$ cat config.mk
export PLATFORM = sky130hd
export DESIGN_NAME = pc_sequencer_flat
export DESIGN_NICKNAME = d
export VERILOG_FILES = /design/src/rtl/pc_sequencer_pkg.sv /design/src/rtl/pc_sequencer_if.sv /design/src/rtl/pc_sequencer.sv /design/src/flat_wrapper.sv
export SDC_FILE = /design/constraint.sdc
export NUM_CORES = 1
export LEC_CHECK = 0
export CAP_MARGIN = 0
export CORE_ASPECT_RATIO = 0.6
export CORE_MARGIN = 4
export CORE_UTILIZATION = 29
export CTS_BUF_LIST = sky130_fd_sc_hd__clkbuf_16
export CTS_CLUSTER_SIZE = 12
export DETAILED_ROUTE_END_ITERATION = 16
export PLACE_DENSITY_LB_ADDON = 0.05
export SYNTH_ARGS = -nofsm -noshare
export SYNTH_HDL_FRONTEND = slang
export SYNTH_SLANG_ARGS = --single-unit
$ cat constraint.sdc
create_clock -name clock -period 2.55 [get_ports clock]
set_clock_uncertainty 0.2 [all_clocks]
set_input_delay 0.3825 -clock clock [delete_from_list [all_inputs] [get_ports clock]]
set_output_delay 0.3825 -clock clock [all_outputs]
set_load 0.02 [all_outputs]
$ cat src/rtl/pc_sequencer_pkg.sv
// Shared constants and state encoding for the program-counter sequencer.
//   ADDR_W       : PC / address width
//   RESET_VECTOR : PC value after reset
//   STACK_DEPTH  : entries in the downstream subroutine stack
//   DEPTH_W      : width of the occupancy counter (0..STACK_DEPTH)
package pc_sequencer_pkg;
  localparam int ADDR_W      = 12;
  localparam int STACK_DEPTH = 8;
  localparam int DEPTH_W     = 4;
  localparam logic [ADDR_W-1:0] RESET_VECTOR = 12'h000;

  typedef enum logic [1:0] {
    ST_RUN      = 2'd0,
    ST_RET_WAIT = 2'd1,
    ST_HALT     = 2'd2
  } seq_state_t;
endpackage

$ cat src/rtl/pc_sequencer_if.sv
// Link between the sequencer and the subroutine stack.
//   subroutine_call   : push strobe (1 cycle)
//   subroutine_return : pop strobe (1 cycle)
//   stack_PC          : value pushed on a call
//   RTS_adr           : popped return address, valid the cycle after the pop edge
// master = sequencer side, slave = stack side.
interface pc_sequencer_if;
  import pc_sequencer_pkg::*;
  logic              subroutine_call;
  logic              subroutine_return;
  logic [ADDR_W-1:0] stack_PC;
  logic [ADDR_W-1:0] RTS_adr;

  modport master (output subroutine_call, subroutine_return, stack_PC,
                  input  RTS_adr);
  modport slave  (input  subroutine_call, subroutine_return, stack_PC,
                  output RTS_adr);
endinterface

$ cat src/rtl/pc_sequencer.sv
// Program-counter sequencer feeding a subroutine stack.
//   clock, reset_n        : rising-edge clock, async active-low reset
//   enable                : 1 = advance, 0 = stall everything
//   halt_req/ret/call/jump/branch_taken (+targets) : next-PC requests,
//                           priority halt > ret > call > jump > branch > +1
//   stk                   : push/pop strobes, push value, popped address
//   PC, fetch_valid       : current fetch address and its qualifier
//   depth, stack_error    : stack occupancy and sticky over/underflow flag
//   halted                : high while in HALT (left only by reset)
module pc_sequencer
  import pc_sequencer_pkg::*;
(
  input  logic                 clock,
  input  logic                 reset_n,
  input  logic                 enable,
  input  logic                 halt_req,
  input  logic                 branch_taken,
  input  logic [ADDR_W-1:0]    branch_target,
  input  logic                 jump,
  input  logic [ADDR_W-1:0]    jump_target,
  input  logic                 call,
  input  logic [ADDR_W-1:0]    call_target,
  input  logic                 ret,
  pc_sequencer_if.master       stk,
  output logic [ADDR_W-1:0]    PC,
  output logic                 fetch_valid,
  output logic [DEPTH_W-1:0]   depth,
  output logic                 stack_error,
  output logic                 halted
);
  seq_state_t          state_q;
  logic [ADDR_W-1:0]   pc_q, pc_d, pc_inc;
  logic [DEPTH_W-1:0]  depth_q;
  logic                err_q, halted_q;
  logic                run_go, stk_empty, stk_full;

  assign pc_inc    = pc_q + ADDR_W'(1);
  assign stk_empty = (depth_q == '0);
  assign stk_full  = (depth_q == DEPTH_W'(STACK_DEPTH));
  // reset_n gates the strobes so nothing leaks out while reset is held.
  assign run_go    = reset_n && enable && (state_q == ST_RUN);

  // Strobes are combinational so the stack sees them in the request cycle.
  // ret outranks call, which keeps the two strobes mutually exclusive.
  assign stk.subroutine_return = run_go && !halt_req && ret && !stk_empty;
  assign stk.subroutine_call   = run_go && !halt_req && !ret && call && !stk_full;
  assign stk.stack_PC          = pc_inc;

  assign PC          = pc_q;
  assign fetch_valid = run_go;
  assign depth       = depth_q;
  assign stack_error = err_q;
  assign halted      = halted_q;

  // Next PC while running; rejected ret/call fall through to +1.
  always_comb begin
    pc_d = pc_inc;
    if (halt_req)          pc_d = pc_q;
    else if (ret)          pc_d = stk_empty ? pc_inc : pc_q;
    else if (call)         pc_d = stk_full  ? pc_inc : call_target;
    else if (jump)         pc_d = jump_target;
    else if (branch_taken) pc_d = branch_target;
  end

  always_ff @(posedge clock or negedge reset_n) begin
    if (!reset_n) begin
      state_q  <= ST_RUN;
      pc_q     <= RESET_VECTOR;
      depth_q  <= '0;
      err_q    <= 1'b0;
      halted_q <= 1'b0;
    end else if (enable) begin
      case (state_q)
        ST_RUN: begin
          pc_q <= pc_d;
          if (halt_req) begin
            state_q  <= ST_HALT;
            halted_q <= 1'b1;
          end else if (ret) begin
            if (stk_empty) err_q <= 1'b1;
            else begin
              depth_q <= depth_q - DEPTH_W'(1);
              state_q <= ST_RET_WAIT;
            end
          end else if (call) begin
            if (stk_full) err_q   <= 1'b1;
            else          depth_q <= depth_q + DEPTH_W'(1);
          end
        end
        // Popped address is on RTS_adr now; inputs are ignored here.
        ST_RET_WAIT: begin
          pc_q    <= stk.RTS_adr;
          state_q <= ST_RUN;
        end
        ST_HALT: ;
        default: state_q <= ST_RUN;
      endcase
    end
  end
endmodule

$ cat src/flat_wrapper.sv
// flat-port wrapper written by rule: the top's interface ports become plain ports
module pc_sequencer_flat import pc_sequencer_pkg::*;
  (clock, reset_n, enable, halt_req, branch_taken, branch_target, jump, jump_target, call, call_target, ret, PC, fetch_valid, depth, stack_error, halted, stk_subroutine_call, stk_subroutine_return, stk_stack_PC, stk_RTS_adr);
  pc_sequencer_if stk_i ();
  input  logic clock;
  input  logic reset_n;
  input  logic enable;
  input  logic halt_req;
  input  logic branch_taken;
  input  logic [ADDR_W-1:0] branch_target;
  input  logic jump;
  input  logic [ADDR_W-1:0] jump_target;
  input  logic call;
  input  logic [ADDR_W-1:0] call_target;
  input  logic ret;
  output logic [ADDR_W-1:0] PC;
  output logic fetch_valid;
  output logic [DEPTH_W-1:0] depth;
  output logic stack_error;
  output logic halted;
  output wire logic [$bits(stk_i.subroutine_call)-1:0] stk_subroutine_call;
  output wire logic [$bits(stk_i.subroutine_return)-1:0] stk_subroutine_return;
  output wire logic [$bits(stk_i.stack_PC)-1:0] stk_stack_PC;
  input wire logic [$bits(stk_i.RTS_adr)-1:0] stk_RTS_adr;
  assign stk_subroutine_call = stk_i.subroutine_call;
  assign stk_subroutine_return = stk_i.subroutine_return;
  assign stk_stack_PC = stk_i.stack_PC;
  assign stk_i.RTS_adr = stk_RTS_adr;
  pc_sequencer u_core (.clock(clock), .reset_n(reset_n), .enable(enable), .halt_req(halt_req), .branch_taken(branch_taken), .branch_target(branch_target), .jump(jump), .jump_target(jump_target), .call(call), .call_target(call_target), .ret(ret), .stk(stk_i), .PC(PC), .fetch_valid(fetch_valid), .depth(depth), .stack_error(stack_error), .halted(halted));
endmodule
==> results.md, run 1 <==
* Status: completed
* Synth cell types at 48
* Post-synth EDFFs at 0
* YS warnings at 0
* Type of origin of the critical path: flip-flop
* Root buffer cell: clkbuf_16
* Switch Pwr at 1.16 mW
* Max Slew Vio Count at 0
* Internal power at 1.63 mW
* Post-Syn Area at 1700 µm²
* Setup TNS at 0 ns
* Via count at 2046
* Slowest CP cell: clkdlybuf4s50_1
* Initial Util at 0.302
* Row Count at 21
* DRT iter0 DRCs at 105
* Most area-consuming cells after synthesis: dfrtp_1 29%, o21ai_0 5.6%, nor2_1 4.6%
* Post-CTS Setup Bufs at 0
* RSZ-0062 raised after global routing: false
* Final hold slack at 0.269 ns
* Peak supply drop at 0.000462 V
* Share of the synthesized area in the top cell type at 0.294
* Clock transition at the registers of the reported paths at 0.06 ns
* Synth Net Count at 273
* Layout area overhead at 80.6%
* Switching share of power at 0.415
* Req. time, crit path at 1.97 ns
* Ant diodes at 0
* Layout fillers at 557
* CTS tree: built
* Fin crit share at 0.960
* Cells after Synth at 213
* Pre-antenna DRT Iters at 4
* Seq/Total Area, Yosys at 0.294
* Critical Path Max Stage Delay at 0.68 ns
* Final setup viols at 0
* Clock network power share at 0.157
* Async S/R FF share, synth at 1.00
* FF+latch area at 500 µm²
* DIE AREA at 7190 µm²
* Synth area leader: dfrtp_1
* Final wirelength at 6930 µm
* DRT antenna net count at 0
* Avg Cell Area, Syn at 7.98 µm²
* Util after Layout at 0.546
* Footprint of the multi-input gates at 1120 µm²
* Core box area at 5620 µm²
* MaxCap Viol Count at 0
* CTS Sinks at 20
* Worst skew pair latency at 0.25 ns
* Io pins at 89
* Crit path DAT at 1.86 ns
* Comb pwr share at 0.634
* First-pass GRT wire length at 10600 µm
* DP HPWL at 5630 µm
* H-Tree Depth at 1
* Post-cts hold buffer count at 0
* Sequential Power Share at 0.209
* Placement Cell Area at 2960 µm²
* Setup ws final at 0.103 ns
* Max Freq at 409 MHz
* Most common cell in the netlist: nor2_1
* Port bufs at 88
* Via/cell ratio at 4.92
* WL/cell at 16.7 µm
* Slew @ Worst Pin at 0.785 ns
* CP cell instances: buf_4 > nand3_1 > xnor2_1 > clkdlybuf4s50_1
* Inserted Clock Buffers at 3
* Residual DRC count at 0
* Overflow after GRT at 0
* FF+latch count, synth at 20
* Layout cell share with drive strength beyond 1 at 0.185
* Largest net degree at the start of global routing at 19
* Critical path peak fanout at 5
* Post-Place Setup Slack at -0.000812 ns
* Clock buffer depth at 2
* Hold Path Class: reg -> reg
* Post-synth top cells: 21 x nor2_1, 20 x dfrtp_1, 19 x o21ai_0, 18 x nand2_1, 13 x inv_1
* Initial antenna violation count at 0
* Setup crit end kind: output pin
* Final Hold Fails at 0
* Cell Count, Final, Fillers Out at 416
* Routability cong. at 0.817
* Nets at 397
* Vias in the first global route at 1999
* Pleak at 1.33 nW
* Power per cell area at 909 nW/µm²
* # placed instances at 412
* Top_reg_cell synth: dfrtp_1
* Worst Setup Path Type: reg -> out
* Chip Height at 67.3 µm
* Final Instance Area at 3070 µm²
* Total GRT Usage at 0.193
* Worst rel slew slack at 0.477
* Power after layout at 2.79 mW
* Final Critical Period at 2.45 ns
* Die width at 107 µm
## critical path: cells and delay by family, from the launching register on
kind / cells / cell delay [ns]
buffers and inverters: 2 / 0.83
DFF: 1 / 0.39
xor gates and xnor gates: 1 / 0.31
and+or+nand+nor: 1 / 0.08
## timing repair
action                     in CTS  in global routing
gates resized for setup        10                 10
setup endpoints to repair      10                  7
pin swaps                       0                  0
## layer usage
layer / track usage / share of wire / wire, µm
met1: 0.298 / 0.52 / 3630
met2: 0.275 / 0.40 / 2750
met3: 0.0497 / 0.077 / 536
met4: 0.0191 / 0.0026 / 18
met5: 0 / 0 / 0
## final timing paths
path	startpoint	to	slack, ns	cells past startpoint
max	u_core.PC[0]	stk_stack_PC[3]	0.10	4
min	u_core.halted	u_core.halted	0.27	1
max reg2reg	u_core.depth[1]	u_core.PC[10]	0.33	6
min reg2reg	u_core.halted	u_core.halted	0.27	1
max in group asynchronous	reset_n	u_core.depth[3]	1.49	2
min in group asynchronous	reset_n	u_core.halted	0.37	2
## layout make-up
type	count	share of cell area
Timing Repair Buffer	129	0.388
Multi-Input combinational cell	170	0.366
Sequential cell	20	0.163
Tap cell	80	0.0326
Clock buffer	3	0.0244
Inverter	13	0.0159
Clock inverter	1	0.00978
## state kept, by name (all words and copies together) (netlist names)
signal,count
u_core.PC,12
u_core.depth,4
u_core.state_q,2
u_core.halted,1
u_core.stack_error,1
## placed cells by master, fill, tap and decap left out, drive strengths merged, types with 2 or more instances in the layout
cell           netlist  routed
clkdlybuf4s50        0      77
buf                  2      41
nor2                21      21
o21ai               21      21
dfrtp               20      20
nand2               18      18
inv                 13      13
a21oi               10      10
xnor2                9       9
nor3                 7       7
o22ai                6       6
dlygate4sd2          0       6
xor2                 5       5
a22o                 5       5
a211oi               5       5
nand3                5       5
clkbuf               8       5
and3                 4       4
o211ai               4       4
o21a                 4       4
or2                  3       3
nand2b               3       3
a22oi                3       3
mux2i                3       3
dlymetal6s2s         0       3
ha                   3       3
nor2b                2       2
or3                  2       2
a31oi                2       2
a21o                 2       2
a211o                2       2
a221oi               2       2
o221a                2       2
o2111ai              2       2
## cell families after synthesis
| family | synth area share |
|---|---|
| and+or+nand+nor | 0.214 |
| DFF | 0.294 |
| adders and majority gates | 0.0339 |
| buffers and inverters | 0.0559 |
| AOI/OAI and AO/OA | 0.312 |
| muxes | 0.0177 |
| xor gates and xnor gates | 0.0721 |
## power groups by stage
stage,Clock [mW],Combinational [mW],Sequential [mW]
5_1_grt,0.457,1.89,0.606
4_1_cts,0.443,1.77,0.581
2_1_floorplan,0,0.682,0.775
6_report,0.438,1.77,0.583
3_3_place_gp,0,1.81,0.584
3_5_place_dp,0,1.81,0.586
Note: power is estimated with default switching activity, not from simulation.
==> inputs of run 2 (changes only) <==
--- a/config.mk
+++ b/config.mk
@@ -7,12 +7,12 @@
 export LEC_CHECK = 0
 export CAP_MARGIN = 0
 export CORE_ASPECT_RATIO = 0.6
-export CORE_MARGIN = 4
 export CORE_UTILIZATION = 29
 export CTS_BUF_LIST = sky130_fd_sc_hd__clkbuf_16
 export CTS_CLUSTER_SIZE = 12
 export DETAILED_ROUTE_END_ITERATION = 16
 export PLACE_DENSITY_LB_ADDON = 0.05
+export SKIP_LAST_GASP = 1
 export SYNTH_ARGS = -nofsm -noshare
 export SYNTH_HDL_FRONTEND = slang
 export SYNTH_SLANG_ARGS = --single-unit
==> results.md, run 2 (same netlist as run 1, synthesis figures left out) <==
* Io pins at 89 (unchanged)
* Chip Height at 61.3 µm (-8.9%)
* Critical path peak fanout at 5 (unchanged)
* CP cell instances: buf_4 > nand3_1 > xnor2_1 > clkdlybuf4s50_1
* Clock transition at the registers of the reported paths at 0.06 ns (about the same)
* GR Layer Usage met2 at 0.325 (+0.0498)
* Vias in the first global route at 1970 (-1.5%)
* Sequential Power Share at 0.216 (+0.007)
* Pleak at 1.33 nW (about the same)
* DIE AREA at 6180 µm² (-14%)
* Switch Pwr at 1.15 mW (-0.67%)
* Initial Util at 0.302 (unchanged)
* Via/cell ratio at 5.06 (+3.0%)
* CTS Sinks at 20 (unchanged)
* Status: completed
* Setup crit end kind: output pin
* Nets at 397 (unchanged)
* Placement Cell Area at 2950 µm² (-0.25%)
* Final hold slack at 0.267 ns (-0.00170 ns)
* DP HPWL at 5380 µm (-4.4%)
* Max Slew Vio Count at 0 (unchanged)
* Routability cong. at 0.805 (-1.5%)
* Largest register FFs at 12 (unchanged)
* Type of origin of the critical path: flip-flop
* Layout cell share with drive strength beyond 1 at 0.173 (-0.0119)
* Internal power at 1.54 mW (-5.9%)
* Final Instance Area at 3040 µm² (-1.1%)
* M3 GR Usage at 0.0556 (+0.00595)
* Final setup viols at 0 (unchanged)
* Switching share of power at 0.428 (+0.0132)
* Final wirelength at 6770 µm (-2.4%)
* Met1 Use GR at 0.360 (+0.0626)
* Setup ws final at 0.121 ns (+0.0187 ns)
* Residual DRC count at 0 (unchanged)
* Slew @ Worst Pin at 0.741 ns (-0.0437 ns)
* DRT antenna net count at 0 (unchanged)
* Fin crit share at 0.952 (-0.00733)
* Clock buffer depth at 2 (unchanged)
* Final Critical Period at 2.43 ns (-0.0187 ns)
* Commonest non-fill, non-tap cell in the layout: clkdlybuf4s50_1
* Power after layout at 2.69 mW (-3.7%)
* Crit path DAT at 1.85 ns (about the same)
* Post-Place Setup Slack at -0.00666 ns (-0.00585 ns)
* Final Hold Fails at 0 (unchanged)
* Layout fillers at 566 (+1.6%)
* Initial antenna violation count at 0 (unchanged)
* Post-cts hold buffer count at 0 (unchanged)
* Largest net degree at the start of global routing at 19 (unchanged)
* RSZ-0062 raised after global routing: false
* Power per cell area at 884 nW/µm² (-2.7%)
* WL/cell at 16.3 µm (-2.4%)
* DRT iter0 DRCs at 108 (+2.9%)
* Pre-antenna DRT Iters at 5 (+1)
* Inserted Clock Buffers at 3 (unchanged)
* Core box area at 5620 µm² (unchanged)
* Critical Path Max Stage Delay at 0.67 ns (about the same)
* Root buffer cell: clkbuf_16
* Req. time, crit path at 1.97 ns (about the same)
* Peak supply drop at 0.000402 V (-13%)
* Die width at 101 µm (-5.6%)
* Worst skew pair latency at 0.26 ns (about the same)
* Comb pwr share at 0.659 (+0.025)
* Slowest CP cell: clkdlybuf4s50_1
* Hold Path Class: reg -> reg
* Row Count at 21 (unchanged)
* Most frequent cells in the layout: 77 x clkdlybuf4s50_1, 40 x buf_4, 21 x nor2_1, 20 x dfrtp_1, 19 x o21ai_0
* Total GRT Usage at 0.231 (+0.0376)
* Top Usage Layer GRT: met1
* Overflow after GRT at 0 (unchanged)
* Worst Setup Path Type: reg -> out
* Max Freq at 412 MHz (+0.77%)
* Via count at 2107 (+3.0%)
* Clock network power share at 0.126 (-0.031)
* H-Tree Depth at 1 (unchanged)
* Ant diodes at 0 (unchanged)
* First-pass GRT wire length at 10400 µm (-1.5%)
* CTS tree: built
* Worst rel slew slack at 0.506 (+0.0291)
* Layout area overhead at 78.7%
* Port bufs at 88 (unchanged)
* MaxCap Viol Count at 0 (unchanged)
* Util after Layout at 0.540 (-0.00579)
## run 2: per-stage QoR
step                TNS [ns]  cells
global placement           0    411
detailed placement   -0.0116    411
floorplan                  0    213
finish                     0    416
CTS                        0    415
global route               0    416
## run 2: worst max-delay path, delay by kind of cell (launching register included)
family,cells,cell delay [ns]
simple gates,1,0.08
xor+xnor,1,0.31
flops,1,0.38
buf+inv,2,0.82
## run 2: final timing paths
| check | depth (start not counted) | slack (ns) | from | endpoint |
|---|---|---|---|---|
| max reg2reg | 6 | 0.37 | u_core.depth[1] | u_core.PC[10] |
| max | 4 | 0.12 | u_core.PC[0] | stk_stack_PC[3] |
| min | 1 | 0.27 | u_core.halted | u_core.halted |
| min in group asynchronous | 2 | 0.37 | reset_n | u_core.halted |
| max in group asynchronous | 2 | 1.50 | reset_n | u_core.PC[11] |
| min reg2reg | 1 | 0.27 | u_core.halted | u_core.halted |
## run 2: metal layers
layer	up-vias	wire length [µm]
li1	1040	-
met1	962	3570
met2	99	2580
met3	6	595
met4	0	27
met5	-	0
## run 2: area by class of cell
type	count	area, µm²	area share
clock buffers	3	75.1	0.0247
clock inverters	1	3.75	0.00124
inverters	13	48.8	0.0161
multi-input cells	170	1110	0.367
flip-flops and latches	20	500	0.165
well taps	80	100	0.0329
repair buffers	129	1190	0.393
## run 2: repair_timing
action / in CTS / in global routing
setup buffers: 0 / 1
setup endpoints to repair: 9 / 7
pin swaps: 0 / 1
gates resized for setup: 9 / 8
## run 2: power groups by stage
stage	logic [mW]	registers (mW)	clock network [mW]
3_5_place_dp	1.80	0.582	0
6_report	1.77	0.579	0.337
5_1_grt	1.91	0.605	0.354
4_1_cts	1.77	0.580	0.341
3_3_place_gp	1.80	0.583	0
2_1_floorplan	0.682	0.775	0
